### config.mk
export PLATFORM = sky130hd
export DESIGN_NAME = mem_copy_engine_flat
export DESIGN_NICKNAME = d
export VERILOG_FILES = /design/src/rtl/mem_copy_engine_if.sv /design/src/rtl/mem_copy_engine.sv /design/src/flat_wrapper.sv
export SDC_FILE = /design/constraint.sdc
export NUM_CORES = 1
export LEC_CHECK = 0
export CORE_AREA = 3 3 115 117
export CTS_BUF_LIST = sky130_fd_sc_hd__clkbuf_8
export DETAILED_ROUTE_END_ITERATION = 10
export DIE_AREA = 0 0 118 120
export GPL_TIMING_DRIVEN = 1
export PLACE_DENSITY = 0.86
export SETUP_SLACK_MARGIN = 0.02
export SLEW_MARGIN = 15
export SYNTH_ARGS = -nofsm -noshare
export SYNTH_HDL_FRONTEND = slang
export SYNTH_SLANG_ARGS = --single-unit
### constraint.sdc
create_clock -name clock -period 5.1 [get_ports clock]
set_input_delay 1.02 -clock clock [delete_from_list [all_inputs] [get_ports clock]]
set_output_delay 1.02 -clock clock [all_outputs]
set_load 0.01 [all_outputs]
### src/rtl/mem_copy_engine_if.sv
// mem_copy_engine_if: word memory port shared by the copy engine (master) and the memory (slave).
interface mem_copy_engine_if #(
  parameter int ADDR_WIDTH = 16,
  parameter int WORD_WIDTH = 16
);
  logic [ADDR_WIDTH-1:0] mem_address;
  logic                  mem_wr_en;
  logic [WORD_WIDTH-1:0] mem_data_in;
  logic [WORD_WIDTH-1:0] mem_data_out;
  modport master(output mem_address, mem_wr_en, mem_data_in, input mem_data_out);
  modport slave(input mem_address, mem_wr_en, mem_data_in, output mem_data_out);
endinterface

### src/rtl/mem_copy_engine.sv
// mem_copy_engine: overlap-safe word block copy, one read cycle then one write cycle per word.
module mem_copy_engine #(
  parameter int WORD_WIDTH = 16,
  parameter int ADDR_WIDTH = 16,
  parameter int LEN_WIDTH  = 8
) (
  input  logic                  clock,
  input  logic                  reset,
  input  logic                  start,
  input  logic [ADDR_WIDTH-1:0] src_addr,
  input  logic [ADDR_WIDTH-1:0] dst_addr,
  input  logic [LEN_WIDTH-1:0]  length,
  output logic                  busy,
  output logic                  done,
  mem_copy_engine_if.master     mem
);
  typedef enum logic [1:0] {IDLE, READ, WRITE, DONE} state_t;
  state_t state, state_nx;
  logic [ADDR_WIDTH-1:0] src_ptr, dst_ptr, last_addr, diff, off, step;
  logic [ADDR_WIDTH:0]   len2;
  logic [LEN_WIDTH-1:0]  remaining;
  logic [WORD_WIDTH-1:0] hold;
  logic                  desc, desc_nx;
  // 2*length kept one bit wider than the address so the overlap test never truncates
  assign diff    = dst_addr - src_addr;
  assign len2    = (ADDR_WIDTH+1)'({length, 1'b0});
  assign desc_nx = (dst_addr > src_addr) && ({1'b0, diff} < len2);
  assign off     = len2[ADDR_WIDTH-1:0] - ADDR_WIDTH'(2);
  assign step    = desc ? -ADDR_WIDTH'(2) : ADDR_WIDTH'(2);
  always_ff @(posedge clock)
    if (reset) state <= IDLE;
    else state <= state_nx;
  always_comb begin
    state_nx = state;
    state_nx = state == IDLE  ? (start ? (length == '0 ? DONE : READ) : IDLE)
             : state == READ  ? WRITE
             : state == WRITE ? (remaining == LEN_WIDTH'(1) ? DONE : READ)
             : IDLE;
  end
  always_ff @(posedge clock)
    if (reset) begin
      src_ptr   <= '0;
      dst_ptr   <= '0;
      remaining <= '0;
      hold      <= '0;
      desc      <= 1'b0;
      last_addr <= '0;
    end else begin
      last_addr <= mem.mem_address;
      if (state == IDLE && start) begin
        src_ptr   <= desc_nx ? src_addr + off : src_addr;
        dst_ptr   <= desc_nx ? dst_addr + off : dst_addr;
        remaining <= length;
        desc      <= desc_nx;
      end
      if (state == READ) hold <= mem.mem_data_out;
      if (state == WRITE) begin
        src_ptr   <= src_ptr + step;
        dst_ptr   <= dst_ptr + step;
        remaining <= remaining - LEN_WIDTH'(1);
      end
    end
  assign busy            = state == READ || state == WRITE;
  assign done            = state == DONE;
  assign mem.mem_address = state == READ ? src_ptr : state == WRITE ? dst_ptr : last_addr;
  assign mem.mem_wr_en   = state == WRITE && !reset;
  assign mem.mem_data_in = hold;
endmodule

### src/flat_wrapper.sv
// flat-port wrapper written by rule: the top's interface ports become plain ports
module mem_copy_engine_flat 
#(
  parameter int WORD_WIDTH = 16,
  parameter int ADDR_WIDTH = 16,
  parameter int LEN_WIDTH  = 8
)
  (clock, reset, start, src_addr, dst_addr, length, busy, done, mem_mem_address, mem_mem_wr_en, mem_mem_data_in, mem_mem_data_out);
  mem_copy_engine_if #(.ADDR_WIDTH(ADDR_WIDTH), .WORD_WIDTH(WORD_WIDTH)) mem_i ();
  input  logic clock;
  input  logic reset;
  input  logic start;
  input  logic [ADDR_WIDTH-1:0] src_addr;
  input  logic [ADDR_WIDTH-1:0] dst_addr;
  input  logic [LEN_WIDTH-1:0] length;
  output logic busy;
  output logic done;
  output wire logic [$bits(mem_i.mem_address)-1:0] mem_mem_address;
  output wire logic [$bits(mem_i.mem_wr_en)-1:0] mem_mem_wr_en;
  output wire logic [$bits(mem_i.mem_data_in)-1:0] mem_mem_data_in;
  input wire logic [$bits(mem_i.mem_data_out)-1:0] mem_mem_data_out;
  assign mem_mem_address = mem_i.mem_address;
  assign mem_mem_wr_en = mem_i.mem_wr_en;
  assign mem_mem_data_in = mem_i.mem_data_in;
  assign mem_i.mem_data_out = mem_mem_data_out;
  mem_copy_engine #(.WORD_WIDTH(WORD_WIDTH), .ADDR_WIDTH(ADDR_WIDTH), .LEN_WIDTH(LEN_WIDTH)) u_core (.clock(clock), .reset(reset), .start(start), .src_addr(src_addr), .dst_addr(dst_addr), .length(length), .busy(busy), .done(done), .mem(mem_i));
endmodule
==> summary.txt <==
Synthesis
  – Synth area leaders: dfxtp_1 21%, ha_1 15%, mux2i_1 5.2%
  – Top-area cell type share of the netlist area: roughly a fifth
  – Largest area contributor in the netlist: dfxtp_1
  – Yosys warning count: 0
  – EDFF count, synth: 0
  – Synth Register Bits: 75
  – Top cells by count, synth: 84 x ha_1, 75 x dfxtp_1, 68 x a21oi_1, 66 x o21ai_0, 63 x nor2_1
  – Top-count cell post-synth: ha_1
  – FFs w/ async S/R, synth: 0%
  – Post-Syn Area: ~7100 um^2
  – Sequential fraction of the synthesis area: a little over a fifth
  – Ys flop type: dfxtp_1
  – Syn avg cell area: between 7 and 8 um^2
  – Post-synthesis cell type count: 65
  – Post-Syn Instances: about 900
  – Net count after synthesis: between 1000 and 1500

Final layout
  – Filler Cell Count: 1005
  – Share of cells above drive strength 1: 7.98%
  – Antenna Cells: 0
  – End-of-flow core utilization: between 60% and 70%
  – Fin area: just under 9000 um^2
  – Area Overhead vs Synth: 21.4%
  – Net count, final: 1159

Pwr
  – Leakage: between 0.003 and 0.004 uW
  – Switching share of power: a little over a third
  – Power Dens Cells: about 200 nW/um^2
  – Net Sw Power: about 610 uW
  – Portion of total power attributed to combinational logic: a little over a third
  – Peak VDD IR: around 90 uV
  – Sequential share of power: approximately 37%
  – Clock Power Share: 26.2%
  – Power Internal: approximately 1100 uW

STA
  – Slew @ Worst Pin: between 1000 and 1500 ps
  – Period utilisation layout: 95.5%
  – RSZ-0062 raised after global routing: yes
  – Final hold vios: 0
  – Slew margin rel.: 31.4%
  – Fmax: slightly above 200 MHz
  – Crit path time final: 4870 ps
  – Final worst slack: approximately 230 ps
  – Clock skew: around 10 ps
  – Fin. max-slew vios: 0
  – Setup_tns: 0 ps
  – Final setup viols: 0

Clocking
  – Worst-path clk slew: 80 ps
  – Sink Count: 75
  – Post-CTS setup buffers: 0
  – H-tree levels: 3
  – CTS Buf Count: 9
  – Deepest clock path buffer count: 2
  – CTS Hold Buffers Added: 0
  – Worst skew pair latency: 360 ps
  – Post_cts resized: 0
  – Root buf cell: clkbuf_8
  – CTS tree: built

Job
  – Max-cap violation count: 0

Placement
  – Detailed Place HPWL: around 16 mm
  – I/O Buffers: slightly above 90
  – Routability Congestion: approximately 0.96
  – Placed cell areas: around 8500 um^2
  – DP Worst Slack: -61.9 ps

Critical path
  – CP Launch Type: primary input
  – Crit path max fanout: 15
  – Worst setup EP type: flop
  – Crit path required time: between 5000 and 6000 ps
  – Crit Path Class: in2reg
  – CP Data Arrival Time: about 5200 ps
  – R2R cell count: 11

Hold path
  – Min-Delay Path Depth: 2
  – Hold WC Path Type: reg2reg

Die
  – Starting density of the core: a little under three fifths
  – Row Count: between 40 and 50
  – Die Y: 120 um
  – Boundary pin count: 94
  – Die Wd: 118 um
  – Die area: roughly 14000 um^2
  – Core area: between 10000 and 15000 um^2

Global routing
  – Pin count of the biggest net entering global routing: between 50 and 60
  – Overflow after GRT: 0
  – Total track usage: approximately 27%
  – Vias in the first global route: 6790
  – Global-route wire length before repair: 32.1 mm
  – Antenna violations before repair: 0

Route
  – DRT Pass-1 Iters: 5
  – Drt wl/cell: roughly 17 um
  – DRT iter0 DRCs: 675
  – Routed via count: 7273
  – Remaining DRCs: 0
  – ANT nets after route: 0
  – Total Wirelength: between 20 and 25 mm
  – Vias per inst: 6.13

Run status
  – Outcome: complete, no violations
-- critical path, stage by stage --
cell and delay, ps:
clkdlybuf4s50_1 500, inv_1 50, ha_1 230, fa_1 400, nor2b_1 180, o21ba_2 180
o211a_1 180, nor2_1 50, xnor2_1 130, ha_1 290, a21oi_1 120, o21ai_0 90
a31oi_1 140, nand3_1 80, a311o_1 330, or3_1 410, buf_4 220, nor4_1 260
a211oi_1 100, o22ai_1 190
-- placed cells by master, fill, tap and decap left out, drive strengths merged, types with 4 or more instances in the layout --
master,synthesis,routed
o31ai,6,6
dfxtp,75,75
nor4,21,21
fa,5,5
clkbuf,26,9
a21oi,68,68
nand2,57,57
xnor2,34,34
or3,13,13
a2111oi,5,5
a21o,19,19
a31oi,7,7
and3,11,11
nor2,63,63
a211oi,39,39
xor2,28,28
nor2b,22,22
o211ai,4,4
o21ai,70,70
mux2i,37,37
o21a,8,8
o31a,5,5
clkdlybuf4s50,0,92
ha,84,84
o41ai,5,5
o311ai,4,4
nand4,4,4
o21bai,6,6
a221oi,4,4
nand2b,8,8
nand3,14,14
or2,4,4
inv,51,52
nor3,30,30
o22ai,23,23
buf,11,46
-- stage by stage --
stage / hold slack (ps) / cells / total power (uW)
after CTS: 462 / 1187 / 1740
after floorplan: 436 / 899 / 1070
after global routing: 482 / 1187 / 1830
after global placement: 443 / 1172 / 1270
after detailed placement: 449 / 1172 / 1290
final: 459 / 1187 / 1740
-- power by group through the flow --
stage | Combinational, uW | Clock, uW | Sequential (uW)
after global routing | 694 | 482 | 657
after floorplan | 413 | 0 | 658
after CTS | 625 | 461 | 651
after detailed placement | 621 | 0 | 665
after global placement | 608 | 0 | 663
final | 634 | 456 | 653
-- routing by layer --
metal	GRT usage, %	part of all wire [%]
met1	35.6	44
met2	46.2	47
met3	3.25	6.8
met4	9.45	2.0
met5	0	0
-- cell families (layout without fill, tap and decap cells) --
family                   Yosys count  count (layout)  share of synthesized area [%]
AO/OA/AOI/OAI                    289             289                           26.5
AND/OR/NAND/NOR                  257             257                           18.3
adder cells (fa/ha/maj)           89              89                           16.1
buffers and inverters             88             204                           4.93
flip-flops                        75              75                           21.0
XOR/XNOR                          62              62                           7.61
multiplexers                      39              39                           5.51
-- sequential cells by signal (all words and copies together) (netlist names) --
signal                  count
u_core.src_ptr             16
u_core.mem.mem_data_in     16
u_core.desc                 1
u_core.dst_ptr             16
u_core.state                2
u_core.last_addr           16
u_core.remaining            8
-- layout make-up --
class / count / area, um^2 / share of cell area (%)
multi-input combinational: 736 / 5290 / 61.1
sequential: 75 / 1500 / 17.3
timing repair buffer: 138 / 1280 / 14.7
tap: 172 / 215 / 2.48
inverter: 51 / 191 / 2.21
clock buffer: 9 / 124 / 1.43
clock inverter: 6 / 65.1 / 0.751
-- worst paths after layout --
kind | from | endpoint | slack, ps
worst max-delay path | dst_addr[0] | u_core.src_ptr[10]$_SDFFE_PP0P_ | 230
worst max register to register | u_core.desc$_SDFFE_PP0P_ | u_core.src_ptr[15]$_SDFFE_PP0P_ | 1720
worst min register to register | u_core.dst_ptr[0]$_SDFFE_PP0P_ | u_core.dst_ptr[0]$_SDFFE_PP0P_ | 460
worst min-delay path | u_core.dst_ptr[0]$_SDFFE_PP0P_ | u_core.dst_ptr[0]$_SDFFE_PP0P_ | 460
Note: power is estimated with default switching activity, not from simulation.
